<file path="src/rtl/rename_reg_file.sv">
// Architectural register file with per-register ROB rename tags, dual rename ports and flush.
// Optional macro REGFILE_BYPASS_EN forwards a same-cycle commit onto the read ports.
module rename_reg_file #(
  parameter  int          NUM_REGS = 32,
  parameter  int          DATA_W   = 32,
  parameter  int          TAG_W    = 4,
  parameter  int          NUM_READ = 4,
  parameter  int unsigned ZERO_TAG = 0,
  localparam int          REG_W    = $clog2(NUM_REGS)
) (
  input  logic                       clk,
  input  logic                       rst,
  input  logic [NUM_READ*REG_W-1:0]  rd_idx,
  output logic [NUM_READ*DATA_W-1:0] rd_value,
  output logic [NUM_READ*TAG_W-1:0]  rd_tag,
  output logic [NUM_READ-1:0]        rd_busy,
  input  logic                       ren0_valid,
  input  logic [REG_W-1:0]           ren0_reg,
  input  logic [TAG_W-1:0]           ren0_tag,
  input  logic                       ren1_valid,
  input  logic [REG_W-1:0]           ren1_reg,
  input  logic [TAG_W-1:0]           ren1_tag,
  input  logic                       cm_valid,
  input  logic [REG_W-1:0]           cm_reg,
  input  logic [TAG_W-1:0]           cm_tag,
  input  logic [DATA_W-1:0]          cm_value,
  input  logic                       flush,
  output logic [REG_W:0]             busy_cnt
);

  localparam logic [TAG_W-1:0] ZTAG = TAG_W'(ZERO_TAG);

  logic [DATA_W-1:0]   data_q [NUM_REGS];
  logic [DATA_W-1:0]   data_d [NUM_REGS];
  logic [TAG_W-1:0]    tag_q  [NUM_REGS];
  logic [TAG_W-1:0]    tag_d  [NUM_REGS];
  logic [NUM_REGS-1:0] busy_q, busy_d;
  logic [REG_W:0]      busy_cnt_q, busy_cnt_d;
  logic [REG_W-1:0]    sel;

  always_comb begin
    data_d = data_q;
    tag_d  = tag_q;
    busy_d = busy_q;

    // Commit data always lands; the tag is released only if this producer still owns it.
    if (cm_valid && cm_reg != '0) begin
      data_d[cm_reg] = cm_value;
      if (cm_tag == tag_q[cm_reg] && busy_q[cm_reg]) begin
        busy_d[cm_reg] = 1'b0;
        tag_d[cm_reg]  = ZTAG;
      end
    end

    if (flush) begin
      busy_d = '0;
      for (int r = 0; r < NUM_REGS; r++) tag_d[r] = ZTAG;
    end else begin
      // ren1 is applied last so the younger instruction wins a shared destination.
      if (ren0_valid && ren0_reg != '0) begin
        tag_d[ren0_reg]  = ren0_tag;
        busy_d[ren0_reg] = 1'b1;
      end
      if (ren1_valid && ren1_reg != '0) begin
        tag_d[ren1_reg]  = ren1_tag;
        busy_d[ren1_reg] = 1'b1;
      end
    end

    data_d[0] = '0;
    tag_d[0]  = ZTAG;
    busy_d[0] = 1'b0;

    busy_cnt_d = '0;
    for (int r = 0; r < NUM_REGS; r++)
      busy_cnt_d = busy_cnt_d + {{REG_W{1'b0}}, busy_d[r]};
  end

  always_ff @(posedge clk) begin
    if (rst) begin
      for (int r = 0; r < NUM_REGS; r++) begin
        data_q[r] <= '0;
        tag_q[r]  <= ZTAG;
      end
      busy_q     <= '0;
      busy_cnt_q <= '0;
    end else begin
      data_q     <= data_d;
      tag_q      <= tag_d;
      busy_q     <= busy_d;
      busy_cnt_q <= busy_cnt_d;
    end
  end

  assign busy_cnt = busy_cnt_q;

  always_comb begin
    rd_value = '0;
    rd_tag   = '0;
    rd_busy  = '0;
    sel      = '0;
    for (int i = 0; i < NUM_READ; i++) begin
      sel = rd_idx[i*REG_W +: REG_W];
      rd_value[i*DATA_W +: DATA_W] = data_q[sel];
      rd_tag[i*TAG_W +: TAG_W]     = tag_q[sel];
      rd_busy[i]                   = busy_q[sel];
`ifdef REGFILE_BYPASS_EN
      if (cm_valid && cm_reg == sel && sel != '0) begin
        rd_value[i*DATA_W +: DATA_W] = cm_value;
        if (cm_tag == tag_q[sel]) begin
          rd_tag[i*TAG_W +: TAG_W] = ZTAG;
          rd_busy[i]               = 1'b0;
        end
      end
`endif
      if (sel == '0) begin
        rd_value[i*DATA_W +: DATA_W] = '0;
        rd_tag[i*TAG_W +: TAG_W]     = ZTAG;
        rd_busy[i]                   = 1'b0;
      end
    end
  end

endmodule
</file>
<file path="config.mk">
export PLATFORM = sky130hd
export DESIGN_NAME = rename_reg_file
export DESIGN_NICKNAME = d
export VERILOG_FILES = /design/src/rtl/rename_reg_file.sv
export SDC_FILE = /design/constraint.sdc
export NUM_CORES = 2
export LEC_CHECK = 0
export CORE_ASPECT_RATIO = 0.75
export CORE_MARGIN = 2
export CORE_UTILIZATION = 45
export CTS_BUF_LIST = sky130_fd_sc_hd__clkbuf_4 sky130_fd_sc_hd__clkbuf_8
export DETAILED_ROUTE_END_ITERATION = 10
export PLACE_DENSITY_LB_ADDON = 0.12
export SLEW_MARGIN = 5
export SYNTH_ARGS = -nofsm -noshare
export SYNTH_HDL_FRONTEND = slang
export SYNTH_SLANG_ARGS = --single-unit
export TNS_END_PERCENT = 100
</file>
<file path="constraint.sdc">
create_clock -name clk -period 12.45 [get_ports clk]
set_input_delay 1.245 -clock clk [delete_from_list [all_inputs] [get_ports clk]]
set_output_delay 1.245 -clock clk [all_outputs]
set_load 0.1 [all_outputs]
</file>
=== After elaboration in Yosys (flattened, before gate mapping) ===
Index checks and enable logic that the tools add are counted.

* Bits in read-only memories: 0
* Memories kept: 0
* Register bits: 1,190
* Word-level logic and storage cells: 226
* Output and inout port bits: 154
* Input bits: 85
* RAM bits: 0
* Bits in latches: 0

* Divide/modulo/power cells: 0
* Multiplexer cells: 77
* Shift operators: 0
* Reductions and logical operators: 18
* Order comparisons: 20
* Eq/ne operators: 1
* $add $sub $neg: 30
* Multipliers: 0
* Bitwise logic cells: 13

{| class="wikitable"
|+ Operator list
! cell !! count
|-
| bitwise mux 1024 bit || 1
|-
| binary-select mux 32 bit (select 5 bit) || 4
|-
| 2-to-1 mux 128 bit || 5
|-
| 2-to-1 mux 32 bit || 19
|-
| bitwise mux 128 bit || 2
|-
| demux 32 bit (select 5 bit) || 1
|-
| adder 6 x 1 -> 6 bit || 25
|-
| bitwise AND 128 bit || 1
|-
| NOT 128 bit || 1
|-
| binary-select mux 4 bit (select 5 bit) || 5
|-
| 2-to-1 mux 4 bit || 17
|-
| bitwise OR 32 bit || 2
|-
| demux 4 bit (select 5 bit) || 3
|-
| greater-or-equal comparator 6 bit (second input constant) || 7
|-
| less-than comparator 5 x 6 -> 1 bit (second input constant) || 7
|-
| NOT 5 -> 6 bit || 7
|-
| bitwise AND 32 bit || 1
|-
| NOT 32 bit || 1
|-
| binary-select mux 1 bit (select 5 bit) || 5
|-
| zero test 5 bit || 4
|-
| less-than comparator 6 x 1 -> 1 bit (second input constant) || 3
|-
| demux 1 bit (select 5 bit) || 3
|-
| greater-or-equal comparator 5 x 1 -> 1 bit (second input constant) || 3
|-
| nonzero test 5 bit || 3
|-
| 9 further kinds || 29
|}

=== Longest topological paths before layout ===
* Depth after elaboration: 44
* Depth in mapped cells: 30
* Depth with buffers taken out: 24

=== Worst setup path before layout ===
Ideal clock, no wire load.

* Path kind: in2reg
* Start point: input cm_reg[2]
* End point: register busy_cnt_q[4] (netlist: busy_cnt[4])
* Slack: 4.732 ns
* Arrival time: 7.590 ns
* Required time: 12.322 ns
* Library setup time: 0.128 ns
* Buffers on the path: 4
* Stages on the path: 25
* Path through: buf_2 or3b_1 buf_2 o221ai_1 a222oi_1 and3_1 o2111a_1 nand4_1 buf_4 buf_2 o21ai_1 a31o_2 fa_1 fa_1 fa_1 fa_1 fa_1 inv_1 fa_1 fa_1 fa_1 a21o_1 a21oi_1 xor2_1 nor2_1

* Longest elaborated chain between the ends: 44
* Elaborated cells on any way between the ends: 55
* Classes of those cells: add/sub: 30; order compare: 2; eq/ne: 1; mux: 13; bitwise: 5; reduce/logical: 4

{| class="wikitable"
|+ RTL lines
! element !! line !! text
|-
| from (decl) || 24 || <nowiki>input logic [REG_W-1:0] cm_reg,</nowiki>
|-
| less-than comparator 5 x 6 -> 1 bit (implied by the code), or another cell as far along || 50 || <nowiki>busy_d[cm_reg] = 1'b0;</nowiki>
|-
| logical AND 1 bit (implied by the code) or binary-select mux 4 bit (select 5 bit) (tied branches) || 50, 49 ||
|-
| 2-to-1 mux 1 bit (implied by the code) or 2-to-1 mux 4 bit (tied branches) || 50, 49 ||
|-
| demux 1 bit (select 5 bit) or 2-to-1 mux 4 bit (tied branches) || 50, 49 ||
|-
| NOT 32 bit (no source line) or == test 4 bit (tied branches) || - ||
|-
| bitwise AND 32 bit (no source line) or logical AND 1 bit (tied branches) || - ||
|-
| 2-to-1 mux 32 bit || 49 || <nowiki>if (cm_tag == tag_q[cm_reg] && busy_q[cm_reg]) begin</nowiki>
|-
| 2-to-1 mux 32 bit (*) || 47 || <nowiki>if (cm_valid && cm_reg != '0) begin</nowiki>
|-
| [... 5 more ...] || - ||
|-
| 2-to-1 mux 32 bit (*) || 55 || <nowiki>if (flush) begin</nowiki>
|-
| adder 1 x 1 -> 2 bit || 76 || <nowiki>busy_cnt_d = busy_cnt_d + {{REG_W{1'b0}}, busy_d[r]};</nowiki>
|-
| adder 2 x 1 -> 3 bit || 76 ||
|-
| adder 3 x 1 -> 4 bit || 76 ||
|-
| adder 4 x 1 -> 5 bit || 76 ||
|-
| adder 5 x 1 -> 6 bit || 76 ||
|-
| adder 6 x 1 -> 6 bit (24 in a row) || 76 ||
|-
| adder 6 x 1 -> 6 bit (*) || 76 ||
|-
| to (signal assigned) || 91 || <nowiki>busy_cnt_q <= busy_cnt_d;</nowiki>
|-
| to (decl) || 38 || <nowiki>logic [REG_W:0] busy_cnt_q, busy_cnt_d;</nowiki>
|}

Every way passes the cells marked *; elsewhere a longest branch is shown, timed or not. The select of a mux whose other input is x is not followed.
A chain may end at the register's enable or synchronous reset.

=== Worst setup path in the final report ===
* Start point: input cm_reg[3]
* End point: register busy_cnt_q[4] (netlist: busy_cnt[4])

Same word-level chain as after synthesis.

==> impl_metrics.toml <==
[critical_path]
crit_type = "primary input to flip-flop"
critPathRequiredTime_ps = 13340
setup.worst_path.start = "cm_reg[3]"
cp_max_fo = 84
cp-end-kind = "flip-flop"
arrival_ps = 9880
r2r-start = "tag_q[32]"
rrSetupSlack_ps = 4750
crit_end = "busy_cnt[4]"
regToRegEndpoint = "busy_cnt[4]"
cp-start-kind = "primary input"
r2r_cells = 21

[detailed_routing]
dr.pass1.iters = 8
routed_wl_mm = 414
route.detailed.drc = 0
drtIter0Drc = 13104
via_count = 76332
via_per_inst = 7.35
wl_per_cell_um = 39.9
antenna_left = 0

[timing]
rsz0062_at_grt = "no"
skew_ps = 76.0
timing.final.max_slew_violations = 0
setup_slack_ps = 3470
fmax_mhz = 111
finalCritPeriodShare_pct = 72.2
setup_tns_ps = 0
setup-violations-final = 0
finalCriticalPeriod_ps = 8980
worst_pin_slew_ps = 1390
hold_viol_final = 0
slew_headroom_pct = 7.40

[clock_network]
cts_sinks = 1153
hold_buffers = 0
cts_setup_buffers = 0
cts_max_path_buffers = 3
cts_tree = "built"
worstSkewPairLatency_ps = 1030
root_buffer = "clkbuf_8"
clk_pin_slew_worst_paths_ps = 60
numCtsBuffers = 197
h-tree-depth = 4
cts-resized-gates = 0

[global_route]
antenna_found_initial = 33
overflow = 0
grt_max_degree = 211
grt_pass1_wl_mm = 570
grt_usage_pct = 44.6
first_global_vias = 70542

[synth]
synth_area_leaders = "mux4_2 (35%), dfxtp_1 (29%), nand2_1 (11%), a21oi_1 (6.9%), mux2_2 (3.5%)"
synth_top_area_share_pct = 35.0
synth_ff_type = "dfxtp_1"
ys_types = 59
syn_inst = 8098
synth_area_leader_cell = "mux4_2"
ys_seq_elements = 1153
synth_edf_count = 0
yosysMostFrequentCell = "nand2_1"
yosys-top-cells-count = "nand2_1 (2248), mux4_2 (1245), dfxtp_1 (1153)"
synth_area_per_cell_um2 = 9.89
ys_warn_count = 0
synth_seq_area_share_pct = 28.8
synth_nets = 8213
synthesis.area_um2 = 80100
synthArstFlopShare_pct = 0

[cells_and_area]
drive_gt1_share_pct = 27.2
postLayoutCoreUtil_pct = 49.9
final_nets = 7966
fill_cells = 16081
area_growth_pct = 10.5

[worst_hold_path]
worstHoldPathType = "flip-flop to flip-flop"

[die]
fp-row-count = 134
io_pins = 239
initial_core_util_pct = 45.2
die_w_um = 491
die-area_um2 = 181000
die_y_um = 369
core-area_um2 = 177000

[power]
p_leak_nw = 28.1
ir_worst_vdd_v = 0.0000900
power.density_nw_per_um2 = 103

[flow_run]
drv_cap = 0

[placement]
detailed_place_hpwl_mm = 236
numPortBuffers = 238
place.gp.congestion = 1.02
place_ws_ps = 2620

[outcome]
status = "finished, final reports clean"
[sequential cells by signal, summed over array words and instances, names as in the netlist]
name and flops:
busy_cnt 6, tag_q 124, busy_q 31, data_q 992
[layer usage]
layer,share of wire (%),track usage (%),routed length [um],vias to the layer above
met3,17,19.9,69000,1598
met2,40,59.5,164000,6891
li1,-,-,-,29944
met5,0.056,0.185,234,-
met4,7.5,27.4,31000,30
met1,36,58.7,150000,37869
[worst min-delay path by stage]
stage / to / cells after the start / startpoint
floorplan: data_q[896] / 2 / data_q[896]
global placement: data_q[276] / 2 / data_q[276]
detailed placement: data_q[160] / 2 / data_q[160]
CTS: data_q[273] / 2 / data_q[273]
global route: data_q[273] / 2 / data_q[273]
finish: data_q[682] / 2 / data_q[682]
[cell families (layout without fill, tap and decap cells)]
| logic type | after synthesis | count (layout) | share of synthesized area, % |
|---|---|---|---|
| buffers and inverters | 914 | 810 | 4.52 |
| AO/OA/AOI/OAI | 1893 | 1893 | 13.7 |
| adder cells (fa/ha/maj) | 30 | 30 | 0.684 |
| AND/OR/NAND/NOR | 2461 | 2461 | 11.9 |
| multiplexers | 1641 | 1641 | 40.3 |
| flip-flops | 1153 | 1153 | 28.8 |
| other | 0 | 17 | 0 |
| XOR/XNOR | 6 | 6 | 0.0656 |
[area by class of cell]
type / instances / area, um2 / share of cell area, %
Antenna cell: 17 / 42.5 / 0.0480
Clock buffer: 305 / 3880 / 4.39
Clock inverter: 37 / 527 / 0.595
Inverter: 38 / 143 / 0.161
Multi-Input combinational cell: 6031 / 53900 / 60.9
Sequential cell: 1153 / 23100 / 26.1
Tap cell: 2380 / 2980 / 3.36
Timing Repair Buffer: 430 / 3970 / 4.49
[cell usage in the layout, fill, tap and decap left out, types with 10 or more instances in the layout]
master           Yosys  final
clkdlybuf4s50_1      0    204
mux2_2             251    251
a22o_1             116    116
mux4_2            1245   1245
a21oi_1           1106   1106
fa_1                23     23
nand2_1           2248   2216
bufinv_16            0     11
clkbuf_4             0     50
inv_1               37     35
clkinv_2             0     16
mux2i_1            145    145
nor2_4               0     32
nor2_1             106     71
a221oi_1            43     43
diode_2              0     17
nand2b_1            10     10
o22ai_1             27     27
o211ai_1           131    131
a31o_2              26     26
clkbuf_8             0    255
buf_4               12    190
dfxtp_1           1153   1153
o21ai_1             17     17
a31oi_1            141    141
a22oi_1             20     20
nand2_4              0     28
o21ai_0            216    216
nand3_1             15     15
buf_12               0     14
o2111ai_1           10     10
[power by group]
part           internal [W]  total, W  switching, W
Sequential          0.00372   0.00376     0.0000375
Clock               0.00221   0.00402       0.00181
Combinational      0.000378   0.00133      0.000953
Total               0.00630   0.00911       0.00280
[critical path, stage by stage]
cell and delay [ps]:
clkdlybuf4s50_1 890, nor3b_1 1220, a22o_1 290, nor2_1 70
and3_1 180, o2111a_1 260, nand4_1 200, buf_12 360
o21ai_0 210, a31o_2 340, fa_1 560, fa_1 460
fa_1 590, fa_1 460, fa_1 490, inv_1 50
fa_1 440, fa_1 420, fa_1 470, a21o_1 180
a21oi_1 190, xor2_1 170, nor2_1 50
[per-stage QoR]
step / hold WS (ps) / instance area [um2] / std cells / power (W)
6_report: 489 / 88500 / 10391 / 0.00911
5_1_grt: 511 / 88500 / 10381 / 0.00927
4_1_cts: 491 / 88500 / 10374 / 0.00905
3_5_place_dp: 482 / 84100 / 10032 / 0.00511
3_3_place_gp: 472 / 84100 / 10032 / 0.00511
2_1_floorplan: 461 / 80100 / 8098 / 0.00463
No activity file was read; power rests on OpenSTA's default activity.
